[config.mk]
export PLATFORM = sky130hd
export DESIGN_NAME = seg_scan_ctrl
export DESIGN_NICKNAME = d
export VERILOG_FILES = /design/src/rtl/seg_pkg.sv /design/src/rtl/seg_hex7.sv /design/src/rtl/seg_scan_ctrl.sv
export SDC_FILE = /design/constraint.sdc
export NUM_CORES = 1
export LEC_CHECK = 0
export CORE_ASPECT_RATIO = 1.4
export CORE_MARGIN = 3
export CORE_UTILIZATION = 53
export CTS_CLUSTER_DIAMETER = 200
export DETAILED_ROUTE_END_ITERATION = 7
export HOLD_SLACK_MARGIN = 0.1
export PLACE_DENSITY = 0.78
export SLEW_MARGIN = 5
export SYNTH_ARGS = -nofsm -noshare
export SYNTH_HDL_FRONTEND = slang
export SYNTH_HIERARCHICAL = 1
export SYNTH_SLANG_ARGS = --single-unit
[constraint.sdc]
create_clock -name clk -period 7.04 [get_ports clk]
set_input_delay 0.704 -clock clk [delete_from_list [all_inputs] [get_ports clk]]
set_output_delay 0.704 -clock clk [all_outputs]
set_load 0.1 [all_outputs]
[src/rtl/seg_pkg.sv]
// Shared constants for seven-segment display drivers: hex glyphs and off levels.
package seg_pkg;

  // Active-high glyphs for 0..F, bit order g..a; index 15 is listed first.
  localparam logic [15:0][6:0] HEX_PAT = {
    7'h71, 7'h79, 7'h5E, 7'h39, 7'h7C, 7'h77, 7'h6F, 7'h7F,
    7'h07, 7'h7D, 7'h6D, 7'h66, 7'h4F, 7'h5B, 7'h06, 7'h3F
  };

  localparam logic [7:0] SEG_OFF_HIGH = 8'h00;
  localparam logic [7:0] SEG_OFF_LOW  = 8'hFF;

  function automatic logic [7:0] seg_drive(input logic [7:0] v, input bit active_low);
    return active_low ? ~v : v;
  endfunction

endpackage

[src/rtl/seg_hex7.sv]
// Combinational hex nibble to active-high seven-segment pattern (g..a).
module seg_hex7
  import seg_pkg::*;
(
  input  logic [3:0] nibble,
  output logic [6:0] seg
);

  assign seg = HEX_PAT[nibble];

endmodule

[src/rtl/seg_scan_ctrl.sv]
// Multiplexed seven-segment scanner with shadowed frame data, leading-zero
// blanking and per-slot duty dimming; SEG/AN are registered (1 cycle latency).
module seg_scan_ctrl
  import seg_pkg::*;
#(
  parameter int DIGITS     = 8,
  parameter int DIV        = 100000,
  parameter bit ACTIVE_LOW = 1'b1
) (
  input  logic                  clk,
  input  logic                  rst,
  input  logic [4*DIGITS-1:0]   data,
  input  logic [DIGITS-1:0]     dp_mask,
  input  logic                  blank_lz,
  input  logic [3:0]            brightness,
  output logic [7:0]            SEG,
  output logic [DIGITS-1:0]     AN,
  output logic                  frame_done
);

  localparam int PW = (DIV > 1) ? $clog2(DIV) : 1;
  localparam int IW = (DIGITS > 1) ? $clog2(DIGITS) : 1;
  localparam logic [31:0]       SLICE   = 32'(DIV / 16);
  localparam logic [7:0]        SEG_OFF = ACTIVE_LOW ? SEG_OFF_LOW : SEG_OFF_HIGH;
  localparam logic [DIGITS-1:0] AN_OFF  = {DIGITS{ACTIVE_LOW}};

  logic [PW-1:0]       pcnt;
  logic [IW-1:0]       idx;
  logic                tick;
  logic                last_digit;
  logic                frame_wrap;

  logic [4*DIGITS-1:0] sh_data;
  logic [DIGITS-1:0]   sh_dp;
  logic                sh_blz;
  logic                load_pend;

  logic [4*DIGITS-1:0] disp_data;
  logic [DIGITS-1:0]   disp_dp;
  logic                disp_blz;

  logic [3:0]          nib;
  logic                dp_bit;
  logic                blank;
  logic                zero_run;
  logic [6:0]          seg_raw;
  logic [31:0]         thresh;
  logic                on_time;
  logic                show;
  logic [DIGITS-1:0]   onehot;
  logic [7:0]          seg_nxt;
  logic [DIGITS-1:0]   an_nxt;

  assign tick       = (pcnt == PW'(DIV - 1));
  assign last_digit = (idx == IW'(DIGITS - 1));
  assign frame_wrap = tick && last_digit;

  // First cycle after reset shows the inputs being captured, not the cleared shadows.
  assign disp_data = load_pend ? data     : sh_data;
  assign disp_dp   = load_pend ? dp_mask  : sh_dp;
  assign disp_blz  = load_pend ? blank_lz : sh_blz;

  always_comb begin
    nib      = 4'h0;
    dp_bit   = 1'b0;
    blank    = 1'b0;
    zero_run = 1'b1;
    for (int i = DIGITS - 1; i >= 0; i--) begin
      zero_run = zero_run && (disp_data[4*i +: 4] == 4'h0);
      if (idx == IW'(i)) begin
        nib    = disp_data[4*i +: 4];
        dp_bit = disp_dp[i];
        blank  = disp_blz && (i > 0) && zero_run;
      end
    end
  end

  seg_hex7 u_hex (
    .nibble (nib),
    .seg    (seg_raw)
  );

  assign thresh  = ({28'd0, brightness} + 32'd1) * SLICE;
  assign on_time = (32'(pcnt) < thresh);
  assign show    = on_time && !blank;
  assign onehot  = DIGITS'(1) << idx;
  assign seg_nxt = show ? seg_drive({dp_bit, seg_raw}, ACTIVE_LOW) : SEG_OFF;
  assign an_nxt  = show ? (ACTIVE_LOW ? ~onehot : onehot) : AN_OFF;

  always_ff @(posedge clk) begin
    if (!rst) begin
      pcnt       <= '0;
      idx        <= '0;
      sh_data    <= '0;
      sh_dp      <= '0;
      sh_blz     <= 1'b0;
      load_pend  <= 1'b1;
      SEG        <= SEG_OFF;
      AN         <= AN_OFF;
      frame_done <= 1'b0;
    end else begin
      load_pend  <= 1'b0;
      pcnt       <= tick ? '0 : pcnt + PW'(1);
      if (tick) begin
        idx <= last_digit ? '0 : idx + IW'(1);
      end
      if (load_pend || frame_wrap) begin
        sh_data <= data;
        sh_dp   <= dp_mask;
        sh_blz  <= blank_lz;
      end
      frame_done <= frame_wrap;
      SEG        <= seg_nxt;
      AN         <= an_nxt;
    end
  end

endmodule

---- Yosys cells after proc, flatten, opt, wreduce, memory -nomap -nowiden ----
Memory sizes are Yosys's and may differ from the RTL's.
Cells that the tools add are included.
cells by class
  add/sub/neg operators ................... 3
  equality and inequality tests ........... 8
  magnitude comparators ................... 2
  $mul .................................... 1
  reductions and logical operators ........ 27
  divide/modulo/power cells ............... 0
  muxes and demuxes ....................... 30
  shift operators ......................... 1
  bitwise gates (word level) .............. 3
operators by type and width
  operator                 number
  $mux W32                 1
  $mux W4                  8
  $logic_not A4 Y1         7
  $lt A17 B18 Y1           1
  $mux W1                  18
  $add A17 B1 Y17 const B  1
  $eq A17 B17 Y1 const B   1
  $mul A5 B12 Y17 const B  1
  $not A8 Y8               2
  $logic_and A1 B1 Y1      15
  $eq A3 B3 Y1 const B     4
  $mux W8                  1
  $shl A1 B3 Y8 const A    1
  $mux W7                  1
  $eq A3 B2 Y1 const B     2
  $add A4 B1 Y5 const B    1
  $lt A4 B5 Y1 const B     1
  $add A3 B1 Y3 const B    1
  $eq A3 B1 Y1 const B     1
  $logic_not A3 Y1         1
  $mux W3                  1
  $reduce_and A2 Y1        1
  $reduce_or A2 Y1         1
  $logic_not A1 Y1         1
  2 further kinds          2
word-level totals
  memory bits (writable) .................. 0
  memories ................................ 1
  ROM bits ................................ 112
  logic and storage cells ................. 85
  output and inout port bits .............. 17
  bits in registers ....................... 79
  bits in latches ......................... 0
memory list
  name             words  bits a word  read ports  clocked after Yosys merged registers in  wr ports  RTL line       source
  (no name shown)  16     7            1           0                                        0         seg_hex7.sv:9  assign seg = HEX_PAT[nibble];

---- Depth between registers and ports, before layout ----
  depth in word-level cells ............... 14
  gate-level depth with buffers ........... 22

---- By module ----
The synthesis kept the hierarchy.
modules (own cells, without submodules)
  module         instances  area an instance (um2)  cells each  sequential area each (um2)
  seg_scan_ctrl  1          5073.6                  554         1581.5
  seg_hex7       1          287.8                   33          0.0

---- Least setup slack after synthesis ----
OpenSTA, ideal clock, no wires.
  kind .................................... in2reg
  from .................................... input port brightness[0]
  to ...................................... register AN[7]
  cell stages on the path ................. 21
  arrival ................................. 4975 ps
  buffers on the path ..................... 1
  library setup time ...................... 128 ps
  slack ................................... 1937 ps
  cell sequence ........................... ha_1 xor2_1 ha_1 xnor2_1 ha_1 ha_1 ha_1 a211o_1 a21o_1 o311a_1 a221o_1 a31oi_1 xnor2_1 ha_1 nor3_1 o211ai_1 a41oi_1 a21oi_1 a31oi_4 buf_6 nand3_1
between the ends
  longest elaborated chain between the ends .. 5
ends and longest elaborated chain
  item                                RTL line              source
  from (decl)                         seg_scan_ctrl.sv:15   input logic [3:0] brightness,
  $add A4 B1 Y5                       seg_scan_ctrl.sv:83   assign thresh = ({28'd0, brightness} + 32'd1) * SLICE;
  $mul A5 B12 Y17                     seg_scan_ctrl.sv:83
  $lt A17 B18 Y1                      seg_scan_ctrl.sv:84   assign on_time = (32'(pcnt) < thresh);
  $logic_and A1 B1 Y1                 seg_scan_ctrl.sv:85   assign show = on_time && !blank;
  $reduce_and A2 Y1 (no source line)  -
  to (signal assigned)                seg_scan_ctrl.sv:114  AN <= an_nxt;
  to (decl)                           seg_scan_ctrl.sv:17   output logic [DIGITS-1:0] AN,
No other way between the ends.
A chain may end at the register's enable or synchronous reset.

---- Final worst setup path ----
  from .................................... input port brightness[0]
  to ...................................... register AN[1]
The elaborated chain is that of the path after synthesis.

==> impl_metrics.json <==
{
  "die_area_um2": 11400,
  "ant_nets": 0,
  "routed_wl_mm": 12.8,
  "worstSetupStartpointType": "input pin",
  "drt-wirelength-per-cell_um": 16.6,
  "synth-compound-area-share_pct": 12.1,
  "antenna_found_initial": 0,
  "netlist_instances": 587,
  "hp-class": "register to register",
  "cts_setup_buffers": 0,
  "fin_area_um2": 6370,
  "finalClockSkew_ps": 6.68,
  "synthAdderAreaFrac_pct": 14.6,
  "ys_seq_area_share_pct": 29.5,
  "drt_pass1_iterations": 7,
  "p_per_area_nw_per_um2": 209,
  "avgSynthCellArea_um2": 9.13,
  "synth-xor-area-share_pct": 4.57,
  "outcome": "completed",
  "grt_start_max_net_pins": 47,
  "multi_input_area_um2": 3550,
  "area_delta_synth_final_pct": 18.7,
  "period_share_pct": 85.4,
  "dpl_cell_area_um2": 6030,
  "clock.fmax_mhz": 166,
  "hold_viol_final": 0,
  "synthArstFlopShare_pct": 0,
  "worstHoldStart": "pcnt[0]$_SDFF_PP0_",
  "yosys.area_share.simple_pct": 17.2,
  "drtIter0Drc": 213,
  "synth-edff-count": 0,
  "grt_use_total_pct": 22.6,
  "cts-root-buf": "clkbuf_16",
  "worst_slack_ps": 1030,
  "tritoncts": "built",
  "row_count": 42,
  "stdcell_count": 773,
  "start_util_pct": 55.4,
  "r2r_end": "SEG[3]$_SDFF_PN1_",
  "vias_per_cell": 5.87,
  "ctsResizeCount": 0,
  "setup_viol": 0,
  "ctsHoldBuffers": 0,
  "ys.flop_type": "dfxtp_1",
  "cts_htree_levels": 3,
  "gp_congestion": 0.903,
  "fp.dieW_um": 91.0,
  "clk_latency_ps": 340,
  "clock-sinks": 79,
  "vias": 4537,
  "cts_buffers": 9,
  "synth_top_family_by_area": "multiplexers",
  "critPathKind": "input pin to register",
  "final_nets": 745,
  "relSlewSlack_pct": 34.4,
  "drc_errors": 0,
  "timing.rr.start": "idx[2]$_SDFFE_PN0N_",
  "reg2reg_slack_ps": 3530,
  "leakagePower_uw": 0.00279,
  "arrival_ps": 6210,
  "finalPower_uw": 1330,
  "num_io_pins": 64,
  "crit_path_end_kind": "register",
  "slew_viol_final": 0,
  "grt_pass1_wl_mm": 21.3,
  "irDropWorstVdd_v": 0.000111,
  "clock_tree.buffer_depth": 2,
  "synth_mux_area_share_pct": 17.6,
  "layout_min_cycle_time_ps": 6010,
  "syn-num-nets": 696,
  "drive_gt1_share_pct": 6.71,
  "required_ps": 7240,
  "fillers": 823,
  "register_area_um2": 1580,
  "crit_start": "brightness[0]",
  "antenna_cells": 0,
  "rsz0062_at_grt": "no",
  "portBuffers": 63,
  "ys_ff_latch": 79,
  "tightest_slew_ps": 981,
  "die_y_um": 125,
  "clk_pin_slew_ps": 60,
  "crit_fanout": 16,
  "ys_types": 64,
  "gr-total-overflow": 0,
  "reg2regPathDepth": 11,
  "drv_cap": 0,
  "place_inst": 757,
  "setup_tns_ps": 0,
  "synthesis.area_um2": 5360,
  "grt_pass1_vias": 4580,
  "ys_warn_count": 6,
  "core-area_um2": 9670,
  "worstSetupEndpoint": "AN[1]$_SDFF_PN1_",
  "pre_cts_ws_ps": 698,
  "hpwl_mm": 9.59
}
worst min path at each step:
stage / endpoint / slack [ps] / depth (start not counted)
final: pcnt[0]$_SDFF_PP0_ / 460 / 1
after global placement: pcnt[0]$_SDFF_PP0_ / 440 / 1
after CTS: pcnt[0]$_SDFF_PP0_ / 470 / 1
after floorplan: pcnt[0]$_SDFF_PP0_ / 430 / 1
after detailed placement: pcnt[0]$_SDFF_PP0_ / 450 / 1
after global routing: pcnt[0]$_SDFF_PP0_ / 490 / 1
layer usage:
layer / share of wire, % / vias to the layer above / global-route usage, %
met5: 0 / - / 0
met4: 3.3 / 0 / 10.9
met3: 4.2 / 36 / 4.69
met2: 52 / 113 / 41.0
met1: 40 / 2147 / 24.8
li1: - / 2241 / -
critical path: stages:
cell and delay [ps]:
clkdlybuf4s50_1 670, ha_1 260, xor2_1 420, ha_1 290
xnor2_1 130, ha_1 250, ha_1 280, ha_1 350
a211o_1 280, a21o_1 180, o311a_1 310, a221o_1 350
a31oi_1 210, xnor2_1 90, ha_1 200, nor3_1 190
o211ai_1 120, a41oi_1 180, a21oi_1 140, a31oi_4 440
nand4_1 160
sequential cells by signal (all words and copies together) (netlist names):
signal      count
sh_data        32
pcnt           17
AN              8
SEG             8
sh_dp           8
idx             3
frame_done      1
load_pend       1
sh_blz          1
synthesized netlist by cell type, types with 6 or more instances:
cell	count	area share, %
clkbuf_1	10	0.70
buf_4	6	0.84
buf_2	9	0.84
nand2b_1	6	0.70
ha_1	61	14
nand3_1	26	2.4
nor3_1	6	0.56
mux2i_1	76	14
mux2_2	14	2.9
nand2_1	18	1.3
o22ai_1	8	0.93
and3_1	8	0.93
o21ai_0	15	1.4
inv_1	21	1.5
nand4_1	8	0.93
o211ai_1	7	0.98
nor4_1	12	1.4
xor2_1	17	2.8
a21oi_1	26	2.4
dfxtp_1	79	29
nor2_1	68	4.8
a211oi_1	7	0.98
xnor2_1	11	1.8
nor2b_1	7	0.82
power breakdown:
part	internal (µW)	total (µW)	switching, µW	leakage (µW)
clock	322	510	188	0.000155
sequential	468	484	15.3	0.000649
combinational	147	337	190	0.00198
total	937	1330	394	0.00279
stage by stage:
step	utilization [%]	hold slack, ps
6_report	65.8	464
5_1_grt	65.8	493
4_1_cts	65.8	469
3_5_place_dp	62.4	453
3_3_place_gp	62.4	443
2_1_floorplan	-	426
logic make-up (layout without fill, tap and decap cells):
logic type | after synthesis | after routing
simple gates | 182 | 182
compound gates | 95 | 95
mux | 91 | 91
flops | 79 | 79
fa+ha+maj | 62 | 62
buf+inv | 50 | 104
xor+xnor | 28 | 28
area by class of cell:
| class | instances | area share [%] |
|---|---|---|
| multi-input combinational | 458 | 55.8 |
| sequential | 79 | 24.9 |
| timing repair buffer | 66 | 10.3 |
| clock buffer | 10 | 3.75 |
| tap | 132 | 2.59 |
| clock inverter | 6 | 1.45 |
| inverter | 22 | 1.30 |
cells in the final DEF, fill, tap and decap left out, types with 2 or more instances in the layout:
cell type and n:
dfxtp_1 78, mux2i_1 76, nor2_1 68, clkdlybuf4s50_1 63, ha_1 61, nand3_1 26
a21oi_1 26, inv_1 21, nand2_1 18, xor2_1 17, o21ai_0 15, mux2_2 14
nor4_1 12, xnor2_1 11, clkbuf_16 9, o22ai_1 8, and3_1 8, nand4_1 8
o211ai_1 7, a211oi_1 7, nor2b_1 7, nand2b_1 6, nor3_1 6, or3_1 4
o221ai_1 4, a21o_1 4, and2_1 3, and4_1 3, buf_4 3, nor3b_1 2
a31oi_1 2, a221oi_1 2, o21a_1 2, nand4b_1 2, a41oi_1 2, nand3b_1 2
bufinv_16 2, clkinvlp_4 2
Power figures use the tool's default switching activity.
